File: src/rtl/ex_pkg.sv
// ----------------------------------------------------------------------------
// ex_pkg
// Shared types and constants for the RV32IM execute stage.
//   alu_op_e      : operation codes carried in id_ex_alu_op
//   FWD_*         : forwarding select encodings for forwardA / forwardB
//   div_state_e   : iterative divider FSM states
//   DIV_TAG_W     : width of the {rd, RegWrite, MemRead, MemWrite} bundle
//                   the divider carries alongside an in-flight divide
//   is_div_op()   : true for the four multi-cycle divide/remainder ops
// ----------------------------------------------------------------------------
package ex_pkg;

   typedef enum logic [4:0] {
      OP_ADD    = 5'd0,
      OP_SUB    = 5'd1,
      OP_SLL    = 5'd2,
      OP_SLT    = 5'd3,
      OP_SLTU   = 5'd4,
      OP_XOR    = 5'd5,
      OP_SRL    = 5'd6,
      OP_SRA    = 5'd7,
      OP_OR     = 5'd8,
      OP_AND    = 5'd9,
      OP_PASSB  = 5'd10,
      OP_MUL    = 5'd11,
      OP_MULH   = 5'd12,
      OP_MULHSU = 5'd13,
      OP_MULHU  = 5'd14,
      OP_DIV    = 5'd15,
      OP_DIVU   = 5'd16,
      OP_REM    = 5'd17,
      OP_REMU   = 5'd18
   } alu_op_e;

   localparam logic [1:0] FWD_RF  = 2'b00;
   localparam logic [1:0] FWD_WB  = 2'b01;
   localparam logic [1:0] FWD_MEM = 2'b10;

   typedef enum logic [1:0] {
      DIV_IDLE = 2'd0,
      DIV_RUN  = 2'd1,
      DIV_DONE = 2'd2
   } div_state_e;

   localparam int DIV_TAG_W = 8;

   function automatic logic is_div_op(input alu_op_e op);
      return (op == OP_DIV) || (op == OP_DIVU) || (op == OP_REM) || (op == OP_REMU);
   endfunction

endpackage

File: src/rtl/ex_divider.sv
// ----------------------------------------------------------------------------
// ex_divider
// Iterative radix-2 restoring divider for DIV/DIVU/REM/REMU.
//   clk, rst          : clock, synchronous active-high reset
//   i_start           : divide present in EX (acted on only when idle)
//   i_abort           : squash any divide in flight, return to idle
//   i_op, i_a, i_b    : operation and operands, sampled at start
//   i_tag             : {rd, RegWrite, MemRead, MemWrite} carried with the op
//   o_running         : FSM is iterating
//   o_done            : result is valid this cycle (lasts one cycle)
//   o_result, o_tag   : sign-corrected quotient/remainder and its tag
// Divide-by-zero and signed overflow bypass the iteration and go straight
// to DONE with their architected results already in place.
// ----------------------------------------------------------------------------
module ex_divider
   import ex_pkg::*;
#(
   parameter int XLEN     = 32,
   parameter int DIV_ITER = 32
) (
   input  logic                 clk,
   input  logic                 rst,
   input  logic                 i_start,
   input  logic                 i_abort,
   input  alu_op_e              i_op,
   input  logic [XLEN-1:0]      i_a,
   input  logic [XLEN-1:0]      i_b,
   input  logic [DIV_TAG_W-1:0] i_tag,
   output logic                 o_running,
   output logic                 o_done,
   output logic [XLEN-1:0]      o_result,
   output logic [DIV_TAG_W-1:0] o_tag
);

   localparam logic [5:0] CNT_LAST = 6'(DIV_ITER - 1);

   div_state_e            r_state;
   logic [5:0]            r_cnt;
   logic [XLEN-1:0]       r_divisor;
   logic [XLEN-1:0]       r_quot;      // dividend shifts out the top while quotient bits enter the bottom
   logic [XLEN-1:0]       r_rem;
   logic                  r_neg_q;
   logic                  r_neg_r;
   logic                  r_want_rem;
   logic                  r_special;   // result already final, skip sign correction
   logic [DIV_TAG_W-1:0]  r_tag;

   logic                  w_signed;
   logic                  w_a_neg;
   logic                  w_b_neg;
   logic [XLEN-1:0]       w_abs_a;
   logic [XLEN-1:0]       w_abs_b;
   logic                  w_div_zero;
   logic                  w_ovf;
   logic [XLEN:0]         w_shift;
   logic [XLEN:0]         w_diff;
   logic [XLEN-1:0]       w_q_fix;
   logic [XLEN-1:0]       w_r_fix;

   assign w_signed   = (i_op == OP_DIV) || (i_op == OP_REM);
   assign w_a_neg    = w_signed && i_a[XLEN-1];
   assign w_b_neg    = w_signed && i_b[XLEN-1];
   assign w_abs_a    = w_a_neg ? -i_a : i_a;
   assign w_abs_b    = w_b_neg ? -i_b : i_b;
   assign w_div_zero = (i_b == '0);
   assign w_ovf      = w_signed && (i_a == {1'b1, {(XLEN-1){1'b0}}}) && (i_b == '1);

   // One restoring step: bring down the next dividend bit, try the subtract,
   // keep it only if it did not borrow.
   assign w_shift = {r_rem, r_quot[XLEN-1]};
   assign w_diff  = w_shift - {1'b0, r_divisor};

   always_ff @(posedge clk) begin
      if (rst) begin
         r_state    <= DIV_IDLE;
         r_cnt      <= '0;
         r_divisor  <= '0;
         r_quot     <= '0;
         r_rem      <= '0;
         r_neg_q    <= 1'b0;
         r_neg_r    <= 1'b0;
         r_want_rem <= 1'b0;
         r_special  <= 1'b0;
         r_tag      <= '0;
      end else if (i_abort) begin
         r_state <= DIV_IDLE;
      end else begin
         case (r_state)
            DIV_IDLE: begin
               if (i_start) begin
                  r_neg_q    <= w_a_neg ^ w_b_neg;
                  r_neg_r    <= w_a_neg;
                  r_want_rem <= (i_op == OP_REM) || (i_op == OP_REMU);
                  r_tag      <= i_tag;
                  r_divisor  <= w_abs_b;
                  r_cnt      <= CNT_LAST;
                  if (w_div_zero) begin
                     r_quot    <= '1;
                     r_rem     <= i_a;
                     r_special <= 1'b1;
                     r_state   <= DIV_DONE;
                  end else if (w_ovf) begin
                     r_quot    <= i_a;
                     r_rem     <= '0;
                     r_special <= 1'b1;
                     r_state   <= DIV_DONE;
                  end else begin
                     r_quot    <= w_abs_a;
                     r_rem     <= '0;
                     r_special <= 1'b0;
                     r_state   <= DIV_RUN;
                  end
               end
            end
            DIV_RUN: begin
               r_quot <= {r_quot[XLEN-2:0], ~w_diff[XLEN]};
               r_rem  <= w_diff[XLEN] ? w_shift[XLEN-1:0] : w_diff[XLEN-1:0];
               if (r_cnt == '0) begin
                  r_state <= DIV_DONE;
               end else begin
                  r_cnt <= r_cnt - 6'd1;
               end
            end
            DIV_DONE: begin
               r_state <= DIV_IDLE;
            end
            default: begin
               r_state <= DIV_IDLE;
            end
         endcase
      end
   end

   assign w_q_fix = (!r_special && r_neg_q) ? -r_quot : r_quot;
   assign w_r_fix = (!r_special && r_neg_r) ? -r_rem  : r_rem;

   assign o_running = (r_state == DIV_RUN);
   assign o_done    = (r_state == DIV_DONE);
   assign o_result  = r_want_rem ? w_r_fix : w_q_fix;
   assign o_tag     = r_tag;

endmodule

File: src/rtl/ex_stage.sv
// ----------------------------------------------------------------------------
// ex_stage
// Execute stage of the 5-stage RV32IM pipeline.
//   clk, rst                         : clock, synchronous active-high reset
//   id_ex_*                          : instruction currently in EX
//   forwardA / forwardB              : operand forwarding selects
//   mem_wb_wdata                     : value being written back in WB
//   flush                            : squash the instruction in EX
//   ex_mem_*                         : EX/MEM pipeline register
//   ex_stall                         : hold IF, ID and ID/EX this cycle
// Single-cycle ALU/MUL ops land in EX/MEM one edge later. Divides hand off
// to ex_divider; the stage stalls until the divider reaches DONE, which is
// the cycle its result enters EX/MEM and ID/EX is allowed to advance.
// ----------------------------------------------------------------------------
module ex_stage
   import ex_pkg::*;
#(
   parameter int XLEN     = 32,
   parameter int DIV_ITER = 32
) (
   input  logic            clk,
   input  logic            rst,
   input  logic            id_ex_valid,
   input  logic [XLEN-1:0] id_ex_rs1_data,
   input  logic [XLEN-1:0] id_ex_rs2_data,
   input  logic [XLEN-1:0] id_ex_imm,
   input  logic [4:0]      id_ex_rd,
   input  logic [4:0]      id_ex_alu_op,
   input  logic            id_ex_alu_src,
   input  logic            id_ex_RegWrite,
   input  logic            id_ex_MemRead,
   input  logic            id_ex_MemWrite,
   input  logic [1:0]      forwardA,
   input  logic [1:0]      forwardB,
   input  logic [XLEN-1:0] mem_wb_wdata,
   input  logic            flush,
   output logic            ex_mem_valid,
   output logic [XLEN-1:0] ex_mem_alu_result,
   output logic [XLEN-1:0] ex_mem_store_data,
   output logic [4:0]      ex_mem_rd,
   output logic            ex_mem_RegWrite,
   output logic            ex_mem_MemRead,
   output logic            ex_mem_MemWrite,
   output logic            ex_stall
);

   alu_op_e               w_op;
   logic [XLEN-1:0]       w_op_a;
   logic [XLEN-1:0]       w_rs2_fwd;
   logic [XLEN-1:0]       w_op_b;
   logic [XLEN-1:0]       w_alu_result;
   logic [2*XLEN-1:0]     w_mul_a;
   logic [2*XLEN-1:0]     w_mul_b;
   logic [2*XLEN-1:0]     w_prod;
   logic                  w_is_div;
   logic                  w_start;
   logic                  w_div_run;
   logic                  w_div_done;
   logic                  w_div_idle;
   logic [XLEN-1:0]       w_div_result;
   logic [DIV_TAG_W-1:0]  w_div_tag;
   logic                  w_take_div;
   logic                  w_take_alu;

   assign w_op = alu_op_e'(id_ex_alu_op);

   // Operand forwarding; the unused encoding 11 falls back to the register file.
   always_comb begin
      w_op_a = id_ex_rs1_data;
      case (forwardA)
         FWD_MEM: w_op_a = ex_mem_alu_result;
         FWD_WB:  w_op_a = mem_wb_wdata;
         default: w_op_a = id_ex_rs1_data;
      endcase
   end

   always_comb begin
      w_rs2_fwd = id_ex_rs2_data;
      case (forwardB)
         FWD_MEM: w_rs2_fwd = ex_mem_alu_result;
         FWD_WB:  w_rs2_fwd = mem_wb_wdata;
         default: w_rs2_fwd = id_ex_rs2_data;
      endcase
   end

   assign w_op_b = id_ex_alu_src ? id_ex_imm : w_rs2_fwd;

   // A single 2*XLEN multiplier serves all four MUL ops: sign- or zero-extend
   // each operand, and the low 2*XLEN bits of the product are exact.
   assign w_mul_a = ((w_op == OP_MULH) || (w_op == OP_MULHSU))
                    ? {{XLEN{w_op_a[XLEN-1]}}, w_op_a} : {{XLEN{1'b0}}, w_op_a};
   assign w_mul_b = (w_op == OP_MULH)
                    ? {{XLEN{w_op_b[XLEN-1]}}, w_op_b} : {{XLEN{1'b0}}, w_op_b};
   assign w_prod  = w_mul_a * w_mul_b;

   always_comb begin
      w_alu_result = '0;
      case (w_op)
         OP_ADD:    w_alu_result = w_op_a + w_op_b;
         OP_SUB:    w_alu_result = w_op_a - w_op_b;
         OP_SLL:    w_alu_result = w_op_a << w_op_b[4:0];
         OP_SRL:    w_alu_result = w_op_a >> w_op_b[4:0];
         OP_SRA:    w_alu_result = $signed(w_op_a) >>> w_op_b[4:0];
         OP_SLT:    w_alu_result = {{(XLEN-1){1'b0}}, ($signed(w_op_a) < $signed(w_op_b))};
         OP_SLTU:   w_alu_result = {{(XLEN-1){1'b0}}, (w_op_a < w_op_b)};
         OP_XOR:    w_alu_result = w_op_a ^ w_op_b;
         OP_OR:     w_alu_result = w_op_a | w_op_b;
         OP_AND:    w_alu_result = w_op_a & w_op_b;
         OP_PASSB:  w_alu_result = w_op_b;
         OP_MUL:    w_alu_result = w_prod[XLEN-1:0];
         OP_MULH,
         OP_MULHSU,
         OP_MULHU:  w_alu_result = w_prod[2*XLEN-1:XLEN];
         default:   w_alu_result = '0;
      endcase
   end

   assign w_is_div = is_div_op(w_op);
   assign w_start  = id_ex_valid && w_is_div;

   ex_divider #(
      .XLEN     (XLEN),
      .DIV_ITER (DIV_ITER)
   ) u_divider (
      .clk       (clk),
      .rst       (rst),
      .i_start   (w_start),
      .i_abort   (flush),
      .i_op      (w_op),
      .i_a       (w_op_a),
      .i_b       (w_op_b),
      .i_tag     ({id_ex_rd, id_ex_RegWrite, id_ex_MemRead, id_ex_MemWrite}),
      .o_running (w_div_run),
      .o_done    (w_div_done),
      .o_result  (w_div_result),
      .o_tag     (w_div_tag)
   );

   assign w_div_idle = !w_div_run && !w_div_done;

   // Stall from first sight of a divide until the divider reaches DONE. A
   // flush kills the divide this cycle, so the stall must drop with it.
   assign ex_stall = !rst && !flush && (w_div_run || (w_div_idle && w_start));

   assign w_take_div = w_div_done && !flush;
   assign w_take_alu = id_ex_valid && !flush && !w_div_done && !ex_stall && !w_is_div;

   always_ff @(posedge clk) begin
      if (rst) begin
         ex_mem_valid      <= 1'b0;
         ex_mem_alu_result <= '0;
         ex_mem_store_data <= '0;
         ex_mem_rd         <= '0;
         ex_mem_RegWrite   <= 1'b0;
         ex_mem_MemRead    <= 1'b0;
         ex_mem_MemWrite   <= 1'b0;
      end else begin
         ex_mem_store_data <= w_rs2_fwd;
         ex_mem_alu_result <= w_div_done ? w_div_result : w_alu_result;
         ex_mem_rd         <= w_div_done ? w_div_tag[7:3] : id_ex_rd;
         if (w_take_div) begin
            ex_mem_valid    <= 1'b1;
            ex_mem_RegWrite <= w_div_tag[2];
            ex_mem_MemRead  <= w_div_tag[1];
            ex_mem_MemWrite <= w_div_tag[0];
         end else if (w_take_alu) begin
            ex_mem_valid    <= 1'b1;
            ex_mem_RegWrite <= id_ex_RegWrite;
            ex_mem_MemRead  <= id_ex_MemRead;
            ex_mem_MemWrite <= id_ex_MemWrite;
         end else begin
            ex_mem_valid    <= 1'b0;
            ex_mem_RegWrite <= 1'b0;
            ex_mem_MemRead  <= 1'b0;
            ex_mem_MemWrite <= 1'b0;
         end
      end
   end

endmodule

File: config.mk
export PLATFORM = sky130hd
export DESIGN_NAME = ex_stage
export DESIGN_NICKNAME = d
export VERILOG_FILES = /design/src/rtl/ex_pkg.sv /design/src/rtl/ex_divider.sv /design/src/rtl/ex_stage.sv
export SDC_FILE = /design/constraint.sdc
export NUM_CORES = 2
export LEC_CHECK = 0
export ABC_AREA = 0
export CORE_MARGIN = 2
export CORE_UTILIZATION = 46
export CTS_CLUSTER_SIZE = 30
export DETAILED_ROUTE_END_ITERATION = 12
export DONT_BUFFER_PORTS = 1
export PLACE_DENSITY = 0.75
export SLEW_MARGIN = 20
export SYNTH_ARGS = -nofsm -noshare
export SYNTH_HDL_FRONTEND = slang
export SYNTH_HIERARCHICAL = 1
export SYNTH_SLANG_ARGS = --single-unit
File: constraint.sdc
create_clock -name clk -period 12.9 [get_ports clk]
set_clock_uncertainty 0.15 [all_clocks]
set_input_delay 1.935 -clock clk [delete_from_list [all_inputs] [get_ports clk]]
set_output_delay 1.935 -clock clk [all_outputs]
set_load 0.03 [all_outputs]
==> impl.org <==
** Logic synthesis
- The synthesized netlist occupies a cell area of approximately 0.07 mm2.
- The largest total area in the synthesized netlist belongs to fa_1.
- Net count after synthesis :: approximately 10000
- Share of synthesized area occupied by flip-flops and latches :: under 10%
- Most used flip-flop cell after synthesis :: dfxtp_1
- Yosys mapped a number of flops with a built-in enable equal to 0.
- By area the synthesized netlist is led by fa_1 41%, inv_1 9.2%, ha_1 8.1%.
- Summed over its instances, the top area cell type makes up about 41% of the synthesized netlist area.
- By instance count, the leading cell after synthesis is inv_1.
- FFs w/ async S/R, synth :: 0%
- The synthesized design contains approximately 190 register bits.
- After technology mapping, the gate count stands at between 8000 and 9000.
- Each instance of the synthesized netlist takes up on average between 8 and 9 um2.
- Yosys printed 6 warnings.
- Number of distinct library cell variants in the gate-level netlist after synthesis :: between 100 and 150
- After synthesis, the most frequently instantiated cells are 1705 x inv_1, 1422 x fa_1, 1018 x nor2_1.

** Cells and area
- Nets :: between 10000 and 15000
- Utilization after layout :: between 40 and 50%
- Relative to the synthesized area, the layout overhead comes to 7.33%.
- The post-route netlist has roughly 7.6% of its cells at a drive strength greater than 1.
- The filler cells instantiated in the layout total between 10000 and 15000.

** Timing
- Final hold slack :: 0.316 ns
- Tightest Pin Transition :: between 1 and 1.5 ns
- The hold violation total from the final report was 0.
- After layout, the minimum clock period comes to around 13 ns.
- Measured against its own limit, the worst slew margin works out to 7.64%.
- Portion of the clock cycle consumed by the worst path in the final layout :: between 90 and 100%
- Static timing analysis puts the maximum clock frequency at 77.6 MHz.
- Setup repair after global routing missed its margin :: false
- The count of final max-slew check failures is 0.
- Setup violations remaining at the end of the flow were counted as 0.

** GRT
- For this run, global-route usage on met2 was measured as between 60% and 70%.
- Overall fraction of global-route tracks in use :: a little over two fifths
- Global-route layer with the greatest usage :: met2
- Wire length of the first global-routing pass :: 476 mm
- Largest net degree at the start of global routing :: 173
- The via count of the first global-routing pass came to a little under 70000.
- In the global route stage, met3 resource usage came out at roughly 17%.
- Antenna violations before repair :: 28
- Met1 usage in global routing :: ~52%
- Final global-route overflow total :: 0

** Routing
- Total wire length :: around 330 mm
- Routed wirelength normalized by instance count :: between 30 and 40 um
- The detail route stage leaves a number of antenna-violating nets equal to 0.
- Violation count after the first detailed-route iteration :: about 8000
- First-pass DRT Iterations :: 9
- After detailed routing, the number of vias per cell comes to about 6.3.
- For this run, design rule violations remaining after detail routing come to 0.
- Routed vias :: between 60000 and 70000

** CTS
- In this run, CTS created clock tree buffers numbering 17.
- In this run the deepest clock path goes through 2 buffers.
- Clock-pin slew on the worst setup and hold paths :: 0.09 ns
- Maximum level of the CTS H-tree :: 4
- TritonCTS built the clock tree.
- For this design, the sink count on the clock tree is 189.
- Root buf cell :: clkbuf_16
- CTS Hold Bufs :: 0
- Clock latency on the worst-skew pair :: approximately 0.48 ns

** Critical path
- Critical Path Start Type :: input pin
- Type of the setup path with the least slack :: input pin to flop
- STA classifies the critical path endpoint as a flop.
- For the worst setup path, the data arrival time is between 10 and 15 ns.
- The slowest stage of the critical path belongs to the cell ha_1.
- Worst stage delay on the critical path :: ~0.63 ns
- Of all nets on the critical path, the largest fanout is 25.
- Data on the critical path is required at its endpoint by roughly 13 ns.

** Die
- Core box area :: between 0.1 and 0.15 mm2
- Total number of placement rows :: approximately 140
- Total I/O pin count :: about 220
- Chip height :: a little under 400 um
- Initial Utilization :: between 40% and 50%
- Width of the die :: between 300 and 400 um
- Die outline area :: about 0.15 mm2

** Worst hold path
- Hold Crit Class :: flop to flop

** Status
- The run finished with clean final reports.

** Placement
- After legalization and detailed placement, the total HPWL measured approximately 270 mm.
- Routability-driven placement finished with a final weighted congestion of 1.12.
- Number of port buffers :: 0

** Run
- Across the run, the number of max-cap violations was 0.
cell usage in the layout, fill, tap and decap left out, types with 76 or more instances in the layout:
master,instances
inv_1,1703
fa_1,1422
nor2_1,1016
nand2_1,844
ha_1,446
buf_4,381
a21oi_1,361
o21ai_0,191
dfxtp_1,188
xnor2_1,162
xor2_1,104
mux2i_1,104
a211oi_1,86
a22oi_1,85
nor3_1,83
a31oi_1,81
a21o_1,76
metrics by stage:
| stage | setup TNS [ns] | instance area, um2 | worst slack [ns] | instances |
|---|---|---|---|---|
| floorplan | 0 | 69600 | 0.472 | 8398 |
| global placement | -1.79 | 74000 | -0.433 | 10400 |
| detailed placement | -2.17 | 74000 | -0.468 | 10400 |
| CTS | 0 | 74600 | 0.0257 | 10400 |
| global route | 0 | 74600 | 0.00976 | 10400 |
| finish | 0 | 74700 | 0.00851 | 10400 |
state kept, by name, summed over array words and instances, names as in the netlist:
name and cells:
u_divider/r_want_rem 1, ex_mem_valid 1, u_divider/r_state 2, u_divider/r_special 1, u_divider/r_rem 32, ex_mem_store_data 32, u_divider/r_quot 32, u_divider/r_neg_r 1
ex_mem_MemWrite 1, u_divider/r_divisor 32, ex_mem_rd 5, u_divider/r_neg_q 1, u_divider/o_tag 8, ex_mem_RegWrite 1, ex_mem_MemRead 1, u_divider/r_cnt 6
ex_mem_alu_result 32
cell type report:
class / count / area [um2] / share of cell area (%)
antenna: 21 / 52.6 / 0.0704
clock buffer: 17 / 425 / 0.570
clock inverter: 15 / 185 / 0.248
inverter: 1726 / 6480 / 8.68
multi-input combinational: 6021 / 57800 / 77.4
sequential: 189 / 3780 / 5.07
tap: 2016 / 2520 / 3.38
timing repair buffer: 409 / 3410 / 4.57
layer usage:
layer	vias up	share of wire (%)
li1	26400	-
met1	32300	35
met2	5034	41
met3	1365	14
met4	26	9.9
met5	-	0.069
critical path: cells and delay by family:
kind / cells / cell delay, ns
AO/OA/AOI/OAI: 6 / 1.83
AND/OR/NAND/NOR: 5 / 1.31
buffers and inverters: 13 / 1.75
adder cells (fa/ha/maj): 13 / 6.23
repair_timing:
item,CTS,global route
setup endpoints to repair,0,8
resized for setup,0,3
setup buffers,0,0
worst paths after layout:
| path | end | from | slack (ns) | cells past startpoint |
|---|---|---|---|---|
| worst max-delay path | ex_mem_alu_result[16] | forwardA[0] | 0.009 | 37 |
| worst min-delay path | u_divider/r_divisor[0] | u_divider/r_divisor[0] | 0.32 | 2 |
| worst max register to register | ex_mem_alu_result[16] | ex_mem_alu_result[11] | 1.22 | 34 |
| worst min register to register | u_divider/r_divisor[0] | u_divider/r_divisor[0] | 0.32 | 2 |
kinds of logic after synthesis:
kind of cell / Yosys count / synth area share, %
buffers and inverters: 2188 / 12.1
xor gates and xnor gates: 267 / 3.37
AOI/OAI and AO/OA: 1449 / 14.2
adders and majority gates: 1870 / 49.0
muxes: 115 / 1.67
DFF: 189 / 5.44
and+or+nand+nor: 2320 / 14.2
Power is not shown: default switching activity piles up to over one toggle a cycle in this logic, so the estimate is an artifact.
